--- src/rtl/pipe_clock_ctrl_pkg.sv ---
// Shared mode/state encodings for the pipeline clock-enable controller.
package pipe_clock_ctrl_pkg;

    typedef enum logic [1:0] {
        ModeHalt = 2'b00,
        ModeRun  = 2'b01,
        ModeStep = 2'b10,
        ModeFree = 2'b11
    } mode_e;

    typedef enum logic [1:0] {
        StHalt  = 2'b00,
        StRun   = 2'b01,
        StBreak = 2'b10,
        StFree  = 2'b11
    } state_e;

    localparam int unsigned TickCountWidth = 32;

    // States in which a debounced step press is allowed to issue a tick.
    function automatic logic steppable(state_e s);
        return (s == StHalt) || (s == StBreak);
    endfunction

endpackage

--- src/rtl/pipe_clock_ctrl_btn_debounce.sv ---
// Step-button conditioner: 2-flop synchroniser, stability counter and
// rising-edge detect producing a one-cycle press pulse.
module pipe_clock_ctrl_btn_debounce #(
    parameter int unsigned DEBOUNCE_CYCLES = 16
) (
    input  logic clk,
    input  logic rst,
    input  logic btn,
    output logic press
);

    localparam int unsigned CntW = $clog2(DEBOUNCE_CYCLES + 1);
    localparam logic [CntW-1:0] CntLast = CntW'(DEBOUNCE_CYCLES - 1);

    logic            sync1_q;
    logic            sync2_q;
    logic            level_q;
    logic            press_q;
    logic [CntW-1:0] cnt_q;

    // cnt_q counts consecutive synchronised samples that disagree with level_q.
    always_ff @(posedge clk) begin
        if (rst) begin
            sync1_q <= 1'b0;
            sync2_q <= 1'b0;
            level_q <= 1'b0;
            press_q <= 1'b0;
            cnt_q   <= '0;
        end else begin
            sync1_q <= btn;
            sync2_q <= sync1_q;
            press_q <= 1'b0;
            if (sync2_q == level_q) begin
                cnt_q <= '0;
            end else if (cnt_q == CntLast) begin
                level_q <= sync2_q;
                press_q <= sync2_q;
                cnt_q   <= '0;
            end else begin
                cnt_q <= cnt_q + CntW'(1);
            end
        end
    end

    assign press = press_q;

endmodule

--- src/rtl/pipe_clock_ctrl.sv ---
// Pipeline clock-enable / run controller: loadable divider, HALT/RUN/BREAK/FREE
// FSM, debounced single-step. Optional tick counter: PIPE_TICK_COUNTER_EN.
module pipe_clock_ctrl
    import pipe_clock_ctrl_pkg::*;
#(
    parameter int unsigned CNT_WIDTH       = 32,
    parameter int unsigned DEFAULT_DIV     = 10000000,
    parameter int unsigned DEBOUNCE_CYCLES = 16
) (
    input  logic                 I_CLOCK,
    input  logic                 I_RESET,
    input  logic                 I_LOCK,
    input  logic [1:0]           I_Mode,
    input  logic                 I_DivLoad,
    input  logic [CNT_WIDTH-1:0] I_DivValue,
    input  logic                 I_StepBtn,
    input  logic                 I_BreakHit,
    output logic                 O_Tick,
    output logic                 O_ClkSlow,
    output logic [1:0]           O_State,
    output logic                 O_Running,
    output logic [31:0]          O_TickCount
);

    mode_e                mode;
    state_e               state_q;
    state_e               state_d;
    logic [CNT_WIDTH-1:0] div_q;
    logic [CNT_WIDTH-1:0] div_eff;
    logic [CNT_WIDTH-1:0] cnt_q;
    logic [CNT_WIDTH-1:0] cnt_d;
    logic                 div_event;
    logic                 press;
    logic                 tick_q;
    logic                 tick_d;
    logic                 slow_q;
    logic                 running_q;

    pipe_clock_ctrl_btn_debounce #(
        .DEBOUNCE_CYCLES(DEBOUNCE_CYCLES)
    ) u_btn_debounce (
        .clk  (I_CLOCK),
        .rst  (I_RESET),
        .btn  (I_StepBtn),
        .press(press)
    );

    assign mode      = mode_e'(I_Mode);
    assign div_eff   = (div_q == '0) ? CNT_WIDTH'(1) : div_q;
    assign div_event = I_LOCK && !I_DivLoad && (cnt_q == div_eff - CNT_WIDTH'(1));

    always_comb begin
        state_d = state_q;
        if (I_LOCK) begin
            unique case (mode)
                ModeHalt, ModeStep: state_d = StHalt;
                ModeFree:           state_d = StFree;
                ModeRun: begin
                    // BREAK is only left by the mode moving away from RUN.
                    if (state_q == StBreak) begin
                        state_d = StBreak;
                    end else if (state_q == StRun && I_BreakHit) begin
                        state_d = StBreak;
                    end else begin
                        state_d = StRun;
                    end
                end
            endcase
        end
    end

    always_comb begin
        cnt_d = cnt_q + CNT_WIDTH'(1);
        if (I_DivLoad || !I_LOCK || div_event) begin
            cnt_d = '0;
        end
    end

    assign tick_d = I_LOCK && ((state_q == StFree) ||
                               (state_q == StRun && div_event) ||
                               (press && steppable(state_q)));

    always_ff @(posedge I_CLOCK) begin
        if (I_RESET) begin
            state_q   <= StHalt;
            div_q     <= CNT_WIDTH'(DEFAULT_DIV);
            cnt_q     <= '0;
            tick_q    <= 1'b0;
            slow_q    <= 1'b0;
            running_q <= 1'b0;
        end else begin
            state_q <= state_d;
            if (I_DivLoad) begin
                div_q <= I_DivValue;
            end
            cnt_q     <= cnt_d;
            tick_q    <= tick_d;
            slow_q    <= slow_q ^ tick_d;
            running_q <= (state_d == StRun) || (state_d == StFree);
        end
    end

    assign O_Tick    = tick_q;
    assign O_ClkSlow = slow_q;
    assign O_State   = state_q;
    assign O_Running = running_q;

`ifdef PIPE_TICK_COUNTER_EN
    logic [TickCountWidth-1:0] tick_count_q;

    always_ff @(posedge I_CLOCK) begin
        if (I_RESET) begin
            tick_count_q <= '0;
        end else if (tick_q) begin
            tick_count_q <= tick_count_q + TickCountWidth'(1);
        end
    end

    assign O_TickCount = tick_count_q;
`else
    assign O_TickCount = '0;
`endif

endmodule

--- config.mk ---
export PLATFORM = sky130hd
export DESIGN_NAME = pipe_clock_ctrl
export DESIGN_NICKNAME = d
export VERILOG_FILES = /design/src/rtl/pipe_clock_ctrl_pkg.sv /design/src/rtl/pipe_clock_ctrl_btn_debounce.sv /design/src/rtl/pipe_clock_ctrl.sv
export SDC_FILE = /design/constraint.sdc
export NUM_CORES = 1
export LEC_CHECK = 0
export CAP_MARGIN = 20
export CORE_ASPECT_RATIO = 0.9
export CORE_UTILIZATION = 55
export CTS_BUF_LIST = sky130_fd_sc_hd__clkbuf_2
export DETAILED_ROUTE_END_ITERATION = 8
export PLACE_DENSITY_LB_ADDON = 0.08
export SYNTH_ARGS = -nofsm -noshare
export SYNTH_HDL_FRONTEND = slang
export SYNTH_SLANG_ARGS = --single-unit
--- constraint.sdc ---
create_clock -name I_CLOCK -period 4.59 [get_ports I_CLOCK]
set_input_delay 0.918 -clock I_CLOCK [delete_from_list [all_inputs] [get_ports I_CLOCK]]
set_output_delay 0.918 -clock I_CLOCK [all_outputs]
set_load 0.02 [all_outputs]
; Word level (Yosys, flattened, before mapping)
; Index checks and enable logic that the tools add are counted.
[totals]
ram_bits = 0
romBits = 0
n_memories = 0
latch_bits = 0
word_cells = 55
regBits = 78
[op_classes]
n_mul = 0
div_mod_pow = 0
order_cmp = 0
add_sub_neg = 3
n_shift = 0
n_eq_ne = 11
n_mux = 5
reduce_logical = 22
bitwise = 3
[op_table]
columns = cell, count
row1 = 32-bit by 1-bit adder with 32-bit output (second input constant), 1
row2 = 32-bit == test, 1
row3 = 32-bit zero test, 1
row4 = 32-bit 2-to-1 mux, 1
row5 = 32-bit by 1-bit subtractor with 32-bit output (second input constant), 1
row6 = 2-bit == test (second input constant), 5
row7 = 2-bit by 1-bit == test with 1-bit output (second input constant), 3
row8 = 1-bit logical AND, 6
row9 = 1-bit logical OR, 6
row10 = 2-bit 2-to-1 mux, 3
row11 = 2-bit one-hot mux with 3 select lines, 1
row12 = 3-bit OR reduction, 2
row13 = 5-bit by 1-bit adder with 5-bit output (second input constant), 1
row14 = 5-bit by 4-bit == test with 1-bit output (second input constant), 1
row15 = 2-bit zero test, 2
row16 = 2-bit OR reduction, 2
row17 = 1-bit zero test, 2
row18 = 1-bit NOT, 2
row19 = 2-bit AND reduction, 1
row20 = 1-bit == test, 1
row21 = 1-bit XOR, 1

; Depth between registers and ports, before layout
; Gate-level depths: netlist of the first run.
[logic_depth]
word_depth = 10
mapped_depth = 16
ltp_nobuf = 14

; Cells and area by module
; From an unflattened synthesis of the first run, not the netlist that was laid out.
[hier_totals]
hier_cells = 539
area_unflattened_um2 = 4722.0
[by_module_without_submodules]
columns = mod, cells_each, n_inst, area_each_um2
row1 = pipe_clock_ctrl, 510, 1, 4403.0
row2 = pipe_clock_ctrl_btn_debounce, 29, 1, 319.1

; Least setup slack after synthesis of the first run
; OpenSTA, ideal clock, no wires.
[synth_path]
kind = reg2reg
startpoint = register div_q[21]
endpoint = register slow_q, in the netlist O_ClkSlow
t_required_ns = 4.469
setup_ns = 0.121
path_slack_ns = 0.865
arrival_ns = 3.603
stages_incl_launch_ff = 16
path_cell_list = dfxtp_1 > clkbuf_1 > nor3_1 > nand3_1 > nor3_1 > nor2_1 > ha_1 > nor3b_2 > nand2_1 > or3_4 > or3_1 > a211o_1 > nor4_2 > nand4_1 > a21o_1 > mux2_4
[synth_via]
elab_chain_len = 10
[synth_lines]
columns = element, line
row1 = start: declaration, pipe_clock_ctrl.sv:28  ; logic [CNT_WIDTH-1:0] div_q;
row2 = start signal: assignment, pipe_clock_ctrl.sv:86  ; div_q <= CNT_WIDTH'(DEFAULT_DIV);
row3 = start signal: assignment, pipe_clock_ctrl.sv:94  ; div_q <= I_DivValue;
row4 = 32-bit zero test, pipe_clock_ctrl.sv:49  ; assign div_eff = (div_q == '0) ? CNT_WIDTH'(1) : div_q;
row5 = 32-bit 2-to-1 mux (*), pipe_clock_ctrl.sv:49
row6 = 32-bit by 1-bit subtractor with 32-bit output (*), pipe_clock_ctrl.sv:50  ; assign div_event = I_LOCK && !I_DivLoad && (cnt_q == div_eff - CNT_WIDTH'(1));
row7 = 32-bit == test (*), pipe_clock_ctrl.sv:50
row8 = 1-bit logical AND (*), pipe_clock_ctrl.sv:50
row9 = 1-bit logical AND (*), pipe_clock_ctrl.sv:80  ; (state_q == StRun && div_event) ||
row10 = 1-bit logical OR (*), pipe_clock_ctrl.sv:79  ; assign tick_d = I_LOCK && ((state_q == StFree) ||
row11 = 1-bit logical OR (*), pipe_clock_ctrl.sv:80
row12 = 1-bit logical AND (*), pipe_clock_ctrl.sv:79
row13 = 1-bit XOR (*), pipe_clock_ctrl.sv:98  ; slow_q <= slow_q ^ tick_d;
row14 = end signal: assignment, pipe_clock_ctrl.sv:98
row15 = end: declaration, pipe_clock_ctrl.sv:36  ; logic slow_q;
; Every way passes the cells marked *; elsewhere a longest branch is shown, timed or not.
; A chain may end at the register's enable or synchronous reset.

; Final worst setup path of the first run
[layout_path]
startpoint = register div_q[18]
endpoint = register slow_q, in the netlist O_ClkSlow
; Same word-level chain as after synthesis.

==> summary.md, run 1 <==
| Metric | Value |
|---|---|
| Placed cell area | 0.004851 mm^2 |
| Filler cell count | 667 |
| Max Root-Sink Buffers | 2 |
| Post-synthesis sequential area ratio | 34.60% |
| Die Span Y | 87.39 um |
| Synthesized cell area | 0.004456 mm^2 |
| Top Family by Delay on Critical Path | simple AND/OR/NAND/NOR gates |
| Yosys warns | 0 |
| Top-count cell post-synth | nor2_1 |
| CTS root buf | clkbuf_2 |
| Largest net degree at the start of global routing | 33 |
| Crit-path max cell delay | 0.48 ns |
| HPWL after DPL | 7622 um |
| Int Power | 0.0009690 W |
| Die width | 96.88 um |
| Setup Buffers After CTS | 0 |
| Skew-Pair Late Insertion Delay | 0.52 ns |
| Hold Slack | 0.4661 ns |
| TNS Setup | 0 ns |
| Worst setup startpoint | div_q[18]$_SDFFE_PP0P_ |
| DRT Wirelength | 9984 um |
| P&R area growth vs syn | 12.19% |
| Setup crit start kind | flip-flop |
| Worst setup path category | flip-flop to flip-flop |
| Hold_sp | u_btn_debounce.cnt_q[0]$_SDFF_PP0_ |
| Clock Skew | 0.02960 ns |
| CP Max Fanout | 8 |
| # H-tree levels | 3 |
| Drt drc | 0 |
| Fin util | 64.96% |
| Ant diodes | 0 |
| Total CTS buffers | 9 |
| First-pass GRT wire length | 16660 um |
| Worst slew pin tran | 0.9511 ns |
| Cts hold-fix bufs | 0 |
| Routed vias/inst | 5.515 |
| Remaining Overflow, GRT | 0 |
| Share of layout cells above drive strength 1 | 5.965% |
| # nets final | 609 |
| Area leader, netlist | dfxtp_1 |
| Worst path slowest cell | nor4_4 |
| Initial drt markers | 272 |
| Power share of the clock group | 31.7% |
| Final Instance Count excl. Fillers | 666 |
| Cells after DPL | 650 |
| Asr flop ratio synth | 0% |
| Worst Hold Class | flip-flop to flip-flop |
| Cell count after synthesis | 524 |
| Initial antenna violation count | 0 |
| Yosys top cell area share | 34.60% |
| Worst EP arrival | 4.69 ns |
| Unrepaired setup endpoints after global routing | false |
| Slew HR | 36.39% |
| Slew Limit Fails | 0 |
| Port Buffers | 44 |
| Number of max-cap violations | 0 |
| Routability-driven placement congestion ratio | 0.8975 |
| EDFF count, synth | 0 |
| Initial Util | 57.90% |
| Final period utilization | 92.93% |
| PwrDens | 273.0 mW/mm^2 |
| Crit-path cells | nor4_4 > nand3_1 > nor3_1 > nor2_1 > ha_1 > nor3b_2 > nand2_1 > nor4_1 > or3_1 > a211o_1 > nor4b_1 > nand4_1 > a21o_1 > mux2_4 |
| Ys flop type | dfxtp_1 |
| Flops & latches, synth | 77 |
| CORE AREA | 0.007695 mm^2 |
| WP buf/inv | 0 |
| DR WL/cell | 14.99 um |
| Avg Inst Size Synth | 8.503 um^2 |
| Leakage power | 1.908 nW |
| Final hold vios | 0 |
| F_max | 234.4 MHz |
| Clock sinks | 77 |
| Total net switching power | 0.0003957 W |
| Die Area | 0.008465 mm^2 |
| Share of power burned in combinational logic | 15.1% |
| Status | complete, no violations |
| Antenna-violating nets left | 0 |
| I/O pin total | 77 |
| Synth top area cells | dfxtp_1 35%, xor2_1 9.0%, nor2_1 7.4% |
| VDD IR max | 132.2 uV |
| Switching share of total power | 29.00% |
| Final period demand of the worst path | 4.266 ns |
| Via count | 3673 |
| Seq pwr share | 53.2% |
| Register Area | 0.001541 mm^2 |
| Final setup violation count | 0 |
| First-pass DRT Iterations | 5 |
| Cell Rows | 30 |
| All-layer global routing usage | 25.03% |
| Commonest cells in the netlist | 88 x nor2_1, 77 x dfxtp_1, 46 x xor2_1, 33 x buf_4, 28 x xnor2_1 |
| Vias in the first global route | 3328 |
| Multi-input logic area | 0.002680 mm^2 |
| CTS clk-pin slew, worst paths | 0.24 ns |
| Netlist cell types | 51 |
| Worst r2r src | div_q[18]$_SDFFE_PP0P_ |
| CP Capture Type | flip-flop |
| Finished Cell Area | 0.004999 mm^2 |
| CTS tree | done |
| Worst EP required | 5.01 ns |
-- final cells by class --
type	count	area share [%]
clock buffer	9	0.9011
clock inverter	7	1.952
inverter	9	0.6758
multi-input combinational	418	53.62
sequential	77	30.84
tap	96	2.403
timing repair buffer	50	9.612
-- worst reg2reg max path: stages, from the launching register on --
cell and delay (ns):
dfxtp_1 0.45, nor4_4 0.48, nand3_1 0.32, nor3_1 0.32, nor2_1 0.07, ha_1 0.26
nor3b_2 0.22, nand2_1 0.17, nor4_1 0.08, or3_1 0.33, a211o_1 0.26, nor4b_1 0.40
nand4_1 0.26, a21o_1 0.27, mux2_4 0.30
-- state kept, by name (all words and copies together), names as in the netlist, named ones only --
signal,count
div_q,32
u_btn_debounce.press,1
u_btn_debounce.cnt_q,5
u_btn_debounce.level_q,1
O_ClkSlow,1
u_btn_debounce.sync2_q,1
O_Tick,1
cnt_q,32
u_btn_debounce.sync1_q,1
-- path summary, 6_finish.rpt --
kind | slack [ns] | to | cells past startpoint
hold / removal | 0.47 | u_btn_debounce.cnt_q[0]$_SDFF_PP0_ | 1
setup / recovery | 0.32 | O_ClkSlow$_SDFF_PP0_ | 14
hold reg to reg | 0.47 | u_btn_debounce.cnt_q[0]$_SDFF_PP0_ | 1
setup reg to reg | 0.32 | O_ClkSlow$_SDFF_PP0_ | 14
-- metal layers --
layer | routed length (um) | global-route usage (%) | vias to the layer above
met1 | 4936 | 35.25 | 1700
met4 | 127 | 7.598 | 0
met3 | 667 | 5.939 | 12
met5 | 0 | 0 | -
met2 | 4251 | 37.96 | 129
li1 | - | - | 1832
-- cells by family (layout without fill, tap and decap cells) --
logic type | count (synthesis) | count (layout) | share of synthesized area [%]
and+or+nand+nor | 228 | 228 | 27.41
DFF | 77 | 77 | 34.60
xor gates and xnor gates | 74 | 74 | 14.55
buffers and inverters | 60 | 75 | 7.975
AOI/OAI and AO/OA | 53 | 53 | 8.088
muxes | 27 | 27 | 6.178
adders and majority gates | 4 | 4 | 1.123
other | 1 | 32 | 0.08417
-- what timing repair did --
item	in CTS	in global routing
hold endpoints to repair	0	0
setup endpoints to repair	0	1
resized for setup	0	1
-- cells in the final DEF (no fill, tap or decap), types with 8 or more instances in the layout --
cell / instances
conb_1: 32
or3_1: 8
nor2b_1: 14
mux2i_1: 26
clkdlybuf4s50_1: 43
clkbuf_2: 9
and3_1: 9
a211o_1: 10
dfxtp_1: 77
inv_1: 9
xnor2_1: 28
nand4_1: 11
nor4_1: 11
nand2_1: 18
xor2_1: 46
nor2_1: 88
nand3_1: 22
nor3_1: 13
a21oi_1: 12
-- stage by stage --
step	setup WS [ns]	total power (W)
after floorplan	0.8652	0.0008893
after global placement	0.2984	0.0009393
after detailed placement	0.3980	0.0009418
after CTS	0.3351	0.001373
after global routing	0.005133	0.001432
final	0.3243	0.001365
-- power by group through the flow --
stage | registers [W] | clock network (W) | logic [W]
3_3_place_gp | 0.000738 | 0 | 0.000202
2_1_floorplan | 0.000727 | 0 | 0.000162
4_1_cts | 0.000725 | 0.000443 | 0.000204
3_5_place_dp | 0.000738 | 0 | 0.000203
6_report | 0.000726 | 0.000432 | 0.000207
5_1_grt | 0.000730 | 0.000476 | 0.000226
Power figures use the tool's default switching activity.
==> run 2: changes to the inputs <==
--- a/config.mk
+++ b/config.mk
@@ -5,11 +5,13 @@
 export SDC_FILE = /design/constraint.sdc
 export NUM_CORES = 1
 export LEC_CHECK = 0
+export ABC_CLOCK_PERIOD_IN_PS = 4590
 export CAP_MARGIN = 20
 export CORE_ASPECT_RATIO = 0.9
 export CORE_UTILIZATION = 55
 export CTS_BUF_LIST = sky130_fd_sc_hd__clkbuf_2
 export DETAILED_ROUTE_END_ITERATION = 8
+export GPL_TIMING_DRIVEN = 0
 export PLACE_DENSITY_LB_ADDON = 0.08
 export SYNTH_ARGS = -nofsm -noshare
 export SYNTH_HDL_FRONTEND = slang
==> run 2 against run 1 <==
Sequential power about the same; clock skew fell by 0.0044 ns; final cell count is 6.6% higher; via count increased by 3.6%; wire length is 1.9% higher; largest power group unchanged; flip-flop and latch count did not move; maximum frequency decreased by 0.14%; die area unchanged; largest cell class unchanged.
==> summary.md, run 2 (synthesis gave the netlist of run 1 again) <==
| Metric | Value |
|---|---|
| Status | complete, no violations (unchanged) |
| Most common cell after layout, fill and taps aside | nor2_1 (unchanged) |
| First-pass GRT wire length | 16530 um (was 16660 um) |
| Final hold vios | 0 (unchanged) |
| Unrepaired setup endpoints after global routing | false (unchanged) |
| Initial drt markers | 232 (was 272) |
| TNS Setup | 0 ns (unchanged) |
| GR Layer Usage met3 | 4.655% (was 5.939%) |
| Top Family by Delay on Critical Path | simple AND/OR/NAND/NOR gates (unchanged) |
| Crit-path max cell delay | 0.56 ns (was 0.48 ns) |
| CTS root buf | clkbuf_2 (unchanged) |
| Leakage power | 2.100 nW (was 1.908 nW) |
| DP Worst Slack | -0.05110 ns (was 0.3980 ns) |
| CP Max Fanout | 10 (was 8) |
| Ant diodes | 0 (unchanged) |
| # H-tree levels | 3 (unchanged) |
| Cts hold-fix bufs | 0 (unchanged) |
| Die Span Y | 87.39 um (unchanged) |
| Final period utilization | 93.07% (was 92.93%) |
| Worst setup path category | flip-flop to flip-flop (unchanged) |
| HPWL after DPL | 7981 um (was 7622 um) |
| WP buf/inv | 1 (was 0) |
| CTS clk-pin slew, worst paths | 0.22 ns (was 0.24 ns) |
| Worst EP required | 5.02 ns (was 5.01 ns) |
| Setup crit start kind | flip-flop (unchanged) |
| Hold Slack | 0.4617 ns (was 0.4661 ns) |
| DRT Wirelength | 10180 um (was 9984 um) |
| Filler cell count | 655 (was 667) |
| Final setup violation count | 0 (unchanged) |
| Routed vias/inst | 5.359 (was 5.515) |
| Initial Util | 57.90% (unchanged) |
| Clock sinks | 77 (unchanged) |
| Vias in the first global route | 3433 (was 3328) |
| Final period demand of the worst path | 4.272 ns (was 4.266 ns) |
| CP Capture Type | flip-flop (unchanged) |
| Share of layout cells above drive strength 1 | 10.91% (was 5.965%) |
| Total CTS buffers | 9 (unchanged) |
| Worst slew pin tran | 0.8446 ns (was 0.9511 ns) |
| Cell Rows | 30 (unchanged) |
| Slew Limit Fails | 0 (unchanged) |
| P&R area growth vs syn | 18.51% (was 12.19%) |
| Largest net degree at the start of global routing | 14 (was 33) |
| Clock Skew | 0.02520 ns (was 0.02960 ns) |
| Worst Hold Class | flip-flop to flip-flop (unchanged) |
| Cell with the most instances on the worst path | nor2_1 |
| I/O pin total | 77 (unchanged) |
| First-pass DRT Iterations | 4 (was 5) |
| Die width | 96.88 um (unchanged) |
| CTS tree | done (unchanged) |
| # nets final | 654 (was 609) |
| Antenna-violating nets left | 0 (unchanged) |
| VDD IR max | 175.1 uV (was 132.2 uV) |
| Max Root-Sink Buffers | 2 (unchanged) |
| Initial antenna violation count | 0 (unchanged) |
| PwrDens | 250.5 mW/mm^2 (was 273.0 mW/mm^2) |
| Grt met1 use | 32.94% (was 35.25%) |
| Worst EP arrival | 4.70 ns (was 4.69 ns) |
| Top Registers | cnt_q x32, div_q x32, u_btn_debounce.cnt_q x5 (unchanged) |
| Drt drc | 0 (unchanged) |
| F_max | 234.1 MHz (was 234.4 MHz) |
| Via count | 3805 (was 3673) |
| Die Area | 0.008465 mm^2 (unchanged) |
| CORE AREA | 0.007695 mm^2 (unchanged) |
| Commonest cells after routing, fill and taps aside | 88 x nor2_1, 77 x dfxtp_1, 46 x xor2_1 (unchanged) |
| Port Buffers | 44 (unchanged) |
| Skew-Pair Late Insertion Delay | 0.53 ns (was 0.52 ns) |
| Routability-driven placement congestion ratio | 0.9345 (was 0.8975) |
| Slew HR | 43.17% (was 36.39%) |
| GRT busiest layer | met2 (unchanged) |
| Number of max-cap violations | 0 (unchanged) |
| Final setup margin | 0.3183 ns (was 0.3243 ns) |
| DR WL/cell | 14.33 um (was 14.99 um) |
| Worst path slowest cell | dfxtp_1 (was nor4_4) |
| Remaining Overflow, GRT | 0 (unchanged) |
| Met2 Resource Use GR | 40.20% (was 37.96%) |
| All-layer global routing usage | 24.63% (was 25.03%) |
| Crit-path cells | nor3_1 > nand3_2 > nor3_4 > nor2_1 > ha_1 > nor3b_4 > nand2_1 > or3_4 > or3_1 > a211o_1 > nor4_2 > nand4_1 > nand3_1 > buf_2 > nor2_1 (was nor4_4 > nand3_1 > nor3_1 > nor2_1 > ha_1 > nor3b_2 > nand2_1 > nor4_1 > or3_1 > a211o_1 > nor4b_1 > nand4_1 > a21o_1 > mux2_4) |
==> run 2: cell count changes in the layout (fill, tap and decap cells not counted), sizes merged <==
cell | previous run | this run
clkinv | 2 | 3
buf | 7 | 42
clkbuf | 9 | 18
clkdlybuf4s50 | 43 | 44
bufinv | 2 | 1
inv | 11 | 10
==> run 2: final cells by class <==
cell class	instances	area (um^2)	share of cell area [%]
buffer	49	314.1	5.948
clock buffer	9	45.04	0.8531
clock inverter	6	63.81	1.209
inverter	9	33.78	0.6398
multi-input combinational	418	2706	51.26
sequential	77	1541	29.19
tap	96	120.1	2.275
timing repair buffer	46	455.4	8.626
==> run 2: stage by stage <==
step                      utilization [%]  instance area [um^2]  cells  power [W]
final                               68.62                  5280    710   0.001323
after global routing                68.62                  5280    710   0.001385
after CTS                           68.26                  5253    710   0.001327
after detailed placement            66.70                  5132    695  0.0009641
after global placement              66.70                  5132    695  0.0009591
after floorplan                         -                  4572    555  0.0008893
==> run 2: final timing paths <==
path / slack [ns] / cells after the start / to / startpoint
hold reg to reg: 0.46 / 1 / u_btn_debounce.cnt_q[0]$_SDFF_PP0_ / u_btn_debounce.cnt_q[0]$_SDFF_PP0_
setup / recovery: 0.32 / 15 / cnt_q[14]$_SDFF_PP0_ / div_q[21]$_SDFFE_PP0P_
hold / removal: 0.46 / 1 / u_btn_debounce.cnt_q[0]$_SDFF_PP0_ / u_btn_debounce.cnt_q[0]$_SDFF_PP0_
setup reg to reg: 0.32 / 15 / cnt_q[14]$_SDFF_PP0_ / div_q[21]$_SDFFE_PP0P_
==> run 2: repair_timing <==
item / CTS / global route
cloned: 0 / 0
gates resized for setup: 2 / 3
hold endpoints to repair: 0 / 0
setup buffers: 0 / 2
endpoints found under the setup margin: 30 / 31
pin swaps: 0 / 1
==> run 2: report_power, final <==
| part | internal (W) | switching (W) | leakage (nW) |
|---|---|---|---|
| clock network | 0.000123 | 0.000242 | 0.0658 |
| registers | 0.000690 | 0.0000361 | 0.628 |
| logic | 0.000116 | 0.000116 | 1.41 |
==> run 2: per-layer routing <==
layer / part of all wire, % / vias up / wire (um)
met4: 1.1 / 0 / 110
li1: - / 1935 / -
met3: 4.9 / 13 / 502
met2: 46 / 95 / 4684
met1: 48 / 1762 / 4880
met5: 0 / - / 0
